===== config.mk =====
export PLATFORM = sky130hd
export DESIGN_NAME = fbs_sequencer
export DESIGN_NICKNAME = d
export VERILOG_FILES = /design/src/rtl/fbs_sequencer_pkg.sv /design/src/rtl/fbs_tmo_ctr.sv /design/src/rtl/fbs_sequencer.sv
export SDC_FILE = /design/constraint.sdc
export NUM_CORES = 1
export LEC_CHECK = 0
export BUFFER_PORTS_ARGS = -buffer_cell sky130_fd_sc_hd__buf_2
export CAP_MARGIN = 20
export CORE_MARGIN = 2
export CORE_UTILIZATION = 47
export CTS_CLUSTER_SIZE = 25
export DETAILED_ROUTE_END_ITERATION = 10
export HOLD_SLACK_MARGIN = 0.06
export PLACE_DENSITY = 0.76
export SLEW_MARGIN = 30
export SYNTH_ARGS = -nofsm -noshare
export SYNTH_HDL_FRONTEND = slang
export SYNTH_SLANG_ARGS = --single-unit

===== constraint.sdc =====
create_clock -name clk -period 5.35 [get_ports clk]
set_input_delay 0.8025 -clock clk [delete_from_list [all_inputs] [get_ports clk]]
set_output_delay 0.8025 -clock clk [all_outputs]
set_load 0.01 [all_outputs]

===== src/rtl/fbs_sequencer_pkg.sv =====
// Shared constants for the f-register backup sequencer: state encodings,
// fault codes and a small state-decode helper.
package fbs_sequencer_pkg;

    // FSM state encodings
    localparam logic [1:0] ST_IDLE  = 2'd0;
    localparam logic [1:0] ST_SAVE  = 2'd1;
    localparam logic [1:0] ST_LOAD  = 2'd2;
    localparam logic [1:0] ST_FAULT = 2'd3;

    // fault_code values
    localparam logic [1:0] FC_NONE      = 2'd0;
    localparam logic [1:0] FC_OVERFLOW  = 2'd1;
    localparam logic [1:0] FC_UNDERFLOW = 2'd2;
    localparam logic [1:0] FC_TIMEOUT   = 2'd3;

    // True while a transfer to or from fbs is in flight
    function automatic logic state_busy(input logic [1:0] st);
        return (st == ST_SAVE) || (st == ST_LOAD);
    endfunction

endpackage


===== src/rtl/fbs_tmo_ctr.sv =====
// Restore timeout counter: counts enabled cycles and flags the cycle that is
// the LIMIT-th enabled cycle since the last clear.
module fbs_tmo_ctr #(
    parameter int LIMIT = 8
) (
    input  logic clk,
    input  logic reset,
    input  logic clear,
    input  logic enable,
    output logic expired
);

    localparam int              CNT_W = $clog2(LIMIT + 1);
    localparam logic [CNT_W-1:0] LAST = CNT_W'(LIMIT - 1);
    localparam logic [CNT_W-1:0] ONE  = CNT_W'(1);

    logic [CNT_W-1:0] count;

    // Count completed enabled cycles; holds at LAST so it can never wrap
    always_ff @(posedge clk or posedge reset) begin
        if (reset) begin
            count <= {CNT_W{1'b0}};
        end else if (clear) begin
            count <= {CNT_W{1'b0}};
        end else if (enable && !expired) begin
            count <= count + ONE;
        end else begin
            count <= count;
        end
    end

    assign expired = enable && (count == LAST);

endmodule


===== src/rtl/fbs_sequencer.sv =====
// Sequences fbs backup/restore for CALL/RET: one-cycle backup pulses, held
// restore strobe, stack depth tracking, pipeline stall and fault trapping.
module fbs_sequencer
    import fbs_sequencer_pkg::*;
#(
    parameter int DEPTH   = 16,
    parameter int DEPTH_W = 5,
    parameter int RST_TMO = 8
) (
    input  logic               clk,
    input  logic               reset,
    input  logic               call_req,
    input  logic               ret_req,
    input  logic               clear_fault,
    input  logic               fbs_restore_out,
    output logic               fbs_backup,
    output logic               fbs_restore,
    output logic               call_ack,
    output logic               ret_ack,
    output logic               stall,
    output logic [DEPTH_W-1:0] depth,
    output logic               fault,
    output logic [1:0]         fault_code
);

    localparam logic [DEPTH_W-1:0] DEPTH_MAX  = DEPTH_W'(DEPTH);
    localparam logic [DEPTH_W-1:0] DEPTH_ONE  = DEPTH_W'(1);
    localparam logic [DEPTH_W-1:0] DEPTH_ZERO = {DEPTH_W{1'b0}};

    logic [1:0]         state;
    logic [1:0]         next_state;
    logic [1:0]         next_code;
    logic [DEPTH_W-1:0] next_depth;
    logic               tmo_expired;
    logic               in_load;
    logic               call_ok;
    logic               ret_ok;

    assign in_load = (state == ST_LOAD);

    // Counter is cleared outside LOAD and on the completing cycle so every
    // restore starts from zero
    fbs_tmo_ctr #(
        .LIMIT (RST_TMO)
    ) u_tmo (
        .clk     (clk),
        .reset   (reset),
        .clear   (!in_load || fbs_restore_out),
        .enable  (in_load),
        .expired (tmo_expired)
    );

    // Legal requests as seen from IDLE; call has priority over ret
    assign call_ok = call_req && (depth != DEPTH_MAX);
    assign ret_ok  = ret_req && !call_req && (depth != DEPTH_ZERO);

    // Next-state, next-depth and fault-code decode
    always_comb begin
        next_state = state;
        next_code  = fault_code;
        next_depth = depth;
        case (state)
            ST_IDLE: begin
                if (call_req) begin
                    if (depth == DEPTH_MAX) begin
                        next_state = ST_FAULT;
                        next_code  = FC_OVERFLOW;
                    end else begin
                        next_state = ST_SAVE;
                    end
                end else if (ret_req) begin
                    if (depth == DEPTH_ZERO) begin
                        next_state = ST_FAULT;
                        next_code  = FC_UNDERFLOW;
                    end else begin
                        next_state = ST_LOAD;
                    end
                end else begin
                    next_state = ST_IDLE;
                end
            end
            ST_SAVE: begin
                next_state = ST_IDLE;
                next_depth = depth + DEPTH_ONE;
            end
            ST_LOAD: begin
                if (fbs_restore_out) begin
                    next_state = ST_IDLE;
                    next_depth = depth - DEPTH_ONE;
                end else if (tmo_expired) begin
                    next_state = ST_FAULT;
                    next_code  = FC_TIMEOUT;
                end else begin
                    next_state = ST_LOAD;
                end
            end
            ST_FAULT: begin
                if (clear_fault) begin
                    next_state = ST_IDLE;
                    next_code  = FC_NONE;
                end else begin
                    next_state = ST_FAULT;
                end
            end
            default: begin
                next_state = ST_IDLE;
                next_code  = FC_NONE;
            end
        endcase
    end

    // State, depth and fault-code registers
    always_ff @(posedge clk or posedge reset) begin
        if (reset) begin
            state      <= ST_IDLE;
            depth      <= DEPTH_ZERO;
            fault_code <= FC_NONE;
        end else begin
            state      <= next_state;
            depth      <= next_depth;
            fault_code <= next_code;
        end
    end

    // Strobes are decoded from the state register so reset kills them at once
    assign fbs_backup  = (state == ST_SAVE);
    assign call_ack    = (state == ST_SAVE);
    assign fbs_restore = in_load;
    assign ret_ack     = in_load && fbs_restore_out;
    assign fault       = (state == ST_FAULT);
    assign stall       = state_busy(state) || ((state == ST_IDLE) && (call_ok || ret_ok));

endmodule

## Word level (Yosys, flattened, before mapping)

Index checks and enable logic that the tools add are counted.

- Input port bits: 6
- Flip-flop bits (word level): 13
- Output and inout port bits: 13
- Logic and storage cells: 62

- Reductions and logical operators: 22
- Equality and inequality tests: 13
- Multiplexer cells: 20
- Add/subtract/negate cells: 3

Operators with widths:

| cell | number |
|---|---|
| two-way mux 2 bit | 12 |
| case mux 5 bit (2 select lines) | 1 |
| != test 3 bit (second input constant) | 3 |
| two-way mux 4 bit | 2 |
| case mux 2 bit (4 select lines) | 1 |
| logical AND 1 bit | 7 |
| AND reduction 7 bit | 1 |
| != test 2 bit (second input constant) | 3 |
| case mux 2 bit (3 select lines) | 1 |
| adder 5 x 1 -> 5 bit (second input constant) | 1 |
| equality test 5 bit (second input constant) | 1 |
| zero test 5 bit | 1 |
| two-way mux 5 bit | 1 |
| != test 5 bit (second input constant) | 1 |
| nonzero test 5 bit | 1 |
| subtractor 5 x 1 -> 5 bit (second input constant) | 1 |
| adder 4 x 1 -> 4 bit (second input constant) | 1 |
| equality test 2 bit (second input constant) | 2 |
| equality test 4 x 3 -> 1 bit (second input constant) | 1 |
| logical OR 1 bit | 4 |
| nonzero test 2 bit | 2 |
| zero test 1 bit | 3 |
| nonzero test 3 bit | 1 |
| equality test 2 x 1 -> 1 bit (second input constant) | 1 |
| 4 further kinds | 5 |

## Longest topological paths before layout

- Word-level depth: 6
- Depth in mapped cells: 7

## By module

From an unflattened synthesis, not the netlist that was laid out.

- Cells, all modules: 89
- Area, all modules: 864.6 um2

By module, submodules not included:

| module | cells an instance | times used | area an instance (um2) | sequential area each (um2) |
|---|---|---|---|---|
| fbs_sequencer | 65 | 1 | 646.9 | 225.2 |
| fbs_tmo_ctr | 24 | 1 | 217.7 | 100.1 |

## Worst setup path after synthesis

OpenSTA, ideal clock, no wires.

- Path kind: register -> output
- Start: register depth[2]
- End: output port stall
- Setup slack: 3104 ps
- Arrival time: 1444 ps
- Data required time: 4548 ps
- Buffers on the path: 0
- Stages on the path, launching flop included: 5
- Path through: dfrtp_1 -> or4_4 -> o21ai_0 -> nand2b_1 -> a31o_2

- Cells in the longest elaborated chain, start to end: 5

Ends and longest elaborated chain:

| what | line | source |
|---|---|---|
| start, declared | fbs_sequencer.sv:21 | `output logic [DEPTH_W-1:0] depth,` |
| start signal, assigned | fbs_sequencer.sv:120 | `depth <= next_depth;` |
| != test 5 bit or nonzero test 5 bit (tied branches) | fbs_sequencer.sv:54, fbs_sequencer.sv:55 |  |
| logical AND 1 bit (on tied branches) | fbs_sequencer.sv:54, fbs_sequencer.sv:55 |  |
| logical OR 1 bit (*) | fbs_sequencer.sv:131 | `assign stall = state_busy(state) \|\| ((state == ST_IDLE) && (call_ok \|\| ret_ok));` |
| logical AND 1 bit (*) | fbs_sequencer.sv:131 |  |
| logical OR 1 bit (*) | fbs_sequencer.sv:131 |  |
| end, declared | fbs_sequencer.sv:20 | `output logic stall,` |

Every way passes the cells marked *; elsewhere a longest branch is shown, timed or not.

## Worst setup path after layout

Same ends and word-level chain as after synthesis.

==> results.toml <==
[critical_path]
crit_path_start_kind = "flip-flop"
end_kind = "primary output"
crit_fanout = 5
path_cells = "or4_4 > o21ai_0 > nand2b_1 > a31o_2 > buf_2"
slowest_stage = "or4_4"
crit_arrival_ns = 1.86
cpPeakStageDelay_ns = 0.56
crit_required_ns = 4.55
worstSetupPathType = "flip-flop to primary output"
startpoint = "depth[2]"
r2r-start = "state[0]"

[run_status]
outcome = "complete, no violations"

[hold_path]
min_from = "fault_code[1]"
min-delay-path-class = "flip-flop to flip-flop"

[cts]
cts_resized = 0
root_buffer = "clkbuf_4"
clk_latency_ns = 0.27
cts.sinks = 13
numCtsBuffers = 3
htree_levels = 1
cts_tree = "done"
cts_hold_buf = 0
post_cts_buffers = 0
clk_pin_slew_ns = 0.08
clockBufferDepth = 2

[power_and_ir_drop]
p_leak_nw = 0.481
power_density_mw_per_mm2 = 607
peakVddDrop_uv = 329

[route]
routed_via_density = 5.43
drt_pass1_iterations = 3
drc = 0
totalWireLength_um = 1530
dr_total_vias = 651
wl_per_cell_um = 12.7
first_iter_violations = 9
ant_nets = 0

[yosys]
synth-edff-count = 0
syn_inst = 82
synth_ff_type = "dfrtp_1"
synthArstFlopShare_pct = 100
synthDistinctLibCells = 30
netlist.area_leader.share_pct = 39.2
synth_top_cell_by_area = "dfrtp_1"
syn_nets = 97
avgSynthCellArea_um2 = 10.1
ys_seq_elements = 13
syn-cell-area_um2 = 831
yosysMostFrequentCell = "dfrtp_1"
synth_area_leaders = "dfrtp_1 (39%), ha_1 (12%), a21oi_1 (3.6%), xnor2_1 (3.2%), o21ai_0 (3.0%)"
ys_top_cells_by_count = "dfrtp_1 (13), ha_1 (8), a21oi_1 (6)"
synth-seq-area-share_pct = 39.2
yosysWarnings = 0

[layout]
num_antenna_cells = 0
layout.nets = 119
finalNonFillerCells = 120
area_delta_synth_final_pct = 15.7
drive_gt1_share_pct = 27.2

[sta]
setup_viol = 0
finalMaxSlewViolations = 0
max_freq_mhz = 376
finalHoldViolations = 0
tightestPinTransition_ns = 0.497
final.setup.tns_ns = 0
finalCritPeriodShare_pct = 49.7
slew_headroom_pct = 66.8
rsz0062_at_grt = "no"
min_period_ns = 2.66
finClkSkew_ns = 0.000752

[grt]
grt_usage_pct = 16.8
grt_max_degree = 14
grt_pass1_wl_um = 2460
grt_pass1_vias = 608
grt-ovfl-total = 0
antenna_found_initial = 0

[floorplan]
initial_core_util_pct = 49.2
chipHeight_um = 46.0
rows = 15
die-area_mm2 = 0.00212
ios = 19
core_mm2 = 0.00169
die_w_um = 46.0

[placed_design]
port_buffers = 18
place_hpwl_um = 1210
dp_cells = 116
routabilityCongestion = 0.788

[job]
cap_violations = 0
## final timing paths
path,depth (start not counted),slack (ns),end
min in group asynchronous,2,0.54,u_tmo.count[3]
min reg2reg,1,0.49,fault_code[1]
max in group asynchronous,2,4.48,fault_code[1]
max reg2reg,7,3.09,depth[4]
max,5,2.69,stall
min,1,0.49,fault_code[1]
## power breakdown
group | switching, mW | leakage [nW] | internal, mW | total (mW)
logic | 0.173 | 0.304 | 0.168 | 0.341
registers | 0.0439 | 0.163 | 0.137 | 0.181
clock network | 0.0318 | 0.0150 | 0.0289 | 0.0607
total | 0.249 | 0.481 | 0.334 | 0.583
## cells in the final DEF (no fill, tap or decap), types with 2 or more instances in the layout
cell type / count
mux2_2: 2
mux2_1: 2
nor3_1: 2
nand3_1: 2
a31oi_1: 3
ha_1: 8
buf_2: 18
xnor2_1: 3
a21o_1: 2
clkbuf_4: 3
dfrtp_1: 13
o21ai_0: 5
nand2_1: 5
xor2_1: 2
a21oi_1: 6
nand2b_1: 3
nor2_1: 5
nor2b_1: 2
inv_1: 4
## worst max-delay path: cells and delay by family, from the launching register on
kind / cells / cell delay, ns
buf+inv: 1 / 0.13
flops: 1 / 0.43
simple gates: 2 / 0.64
compound gates: 2 / 0.39
## logic make-up after synthesis
group	share of synthesized area (%)
simple gates	15.8
xor+xnor	5.27
flops	39.2
fa+ha+maj	14.5
mux	6.63
compound gates	16.0
buf+inv	2.71
## layer usage
layer | up-vias | GRT usage (%) | wire length (um)
met5 | - | 0 | 0
met2 | 11 | 28.6 | 803
li1 | 337 | - | -
met1 | 301 | 19.6 | 666
met4 | 0 | 12.0 | 19
met3 | 2 | 1.19 | 38
## through the flow
step | util (%) | hold WS, ns | power (mW) | setup slack [ns] | area (um2)
5_1_grt | 56.9 | 0.512 | 0.643 | 2.61 | 961
2_1_floorplan | - | 0.465 | 0.437 | 3.10 | 831
6_report | 56.9 | 0.489 | 0.583 | 2.69 | 961
4_1_cts | 56.9 | 0.495 | 0.591 | 2.67 | 961
3_3_place_gp | 55.3 | 0.471 | 0.520 | 3.02 | 935
3_5_place_dp | 55.3 | 0.477 | 0.525 | 2.98 | 935
## state kept, by name, indices dropped and copies added (netlist names)
signal / flops
u_tmo.count: 4
state: 2
depth: 5
fault_code: 2
## layout make-up
class                           count  area, um2
Inverter                            4       15.0
Clock buffer                        4       26.3
Timing Repair Buffer               18       90.1
Fill cell                         163        728
Tap cell                           17       21.3
Sequential cell                    13        325
Multi-Input combinational cell     64        483
Note: power is estimated with default switching activity, not from simulation.
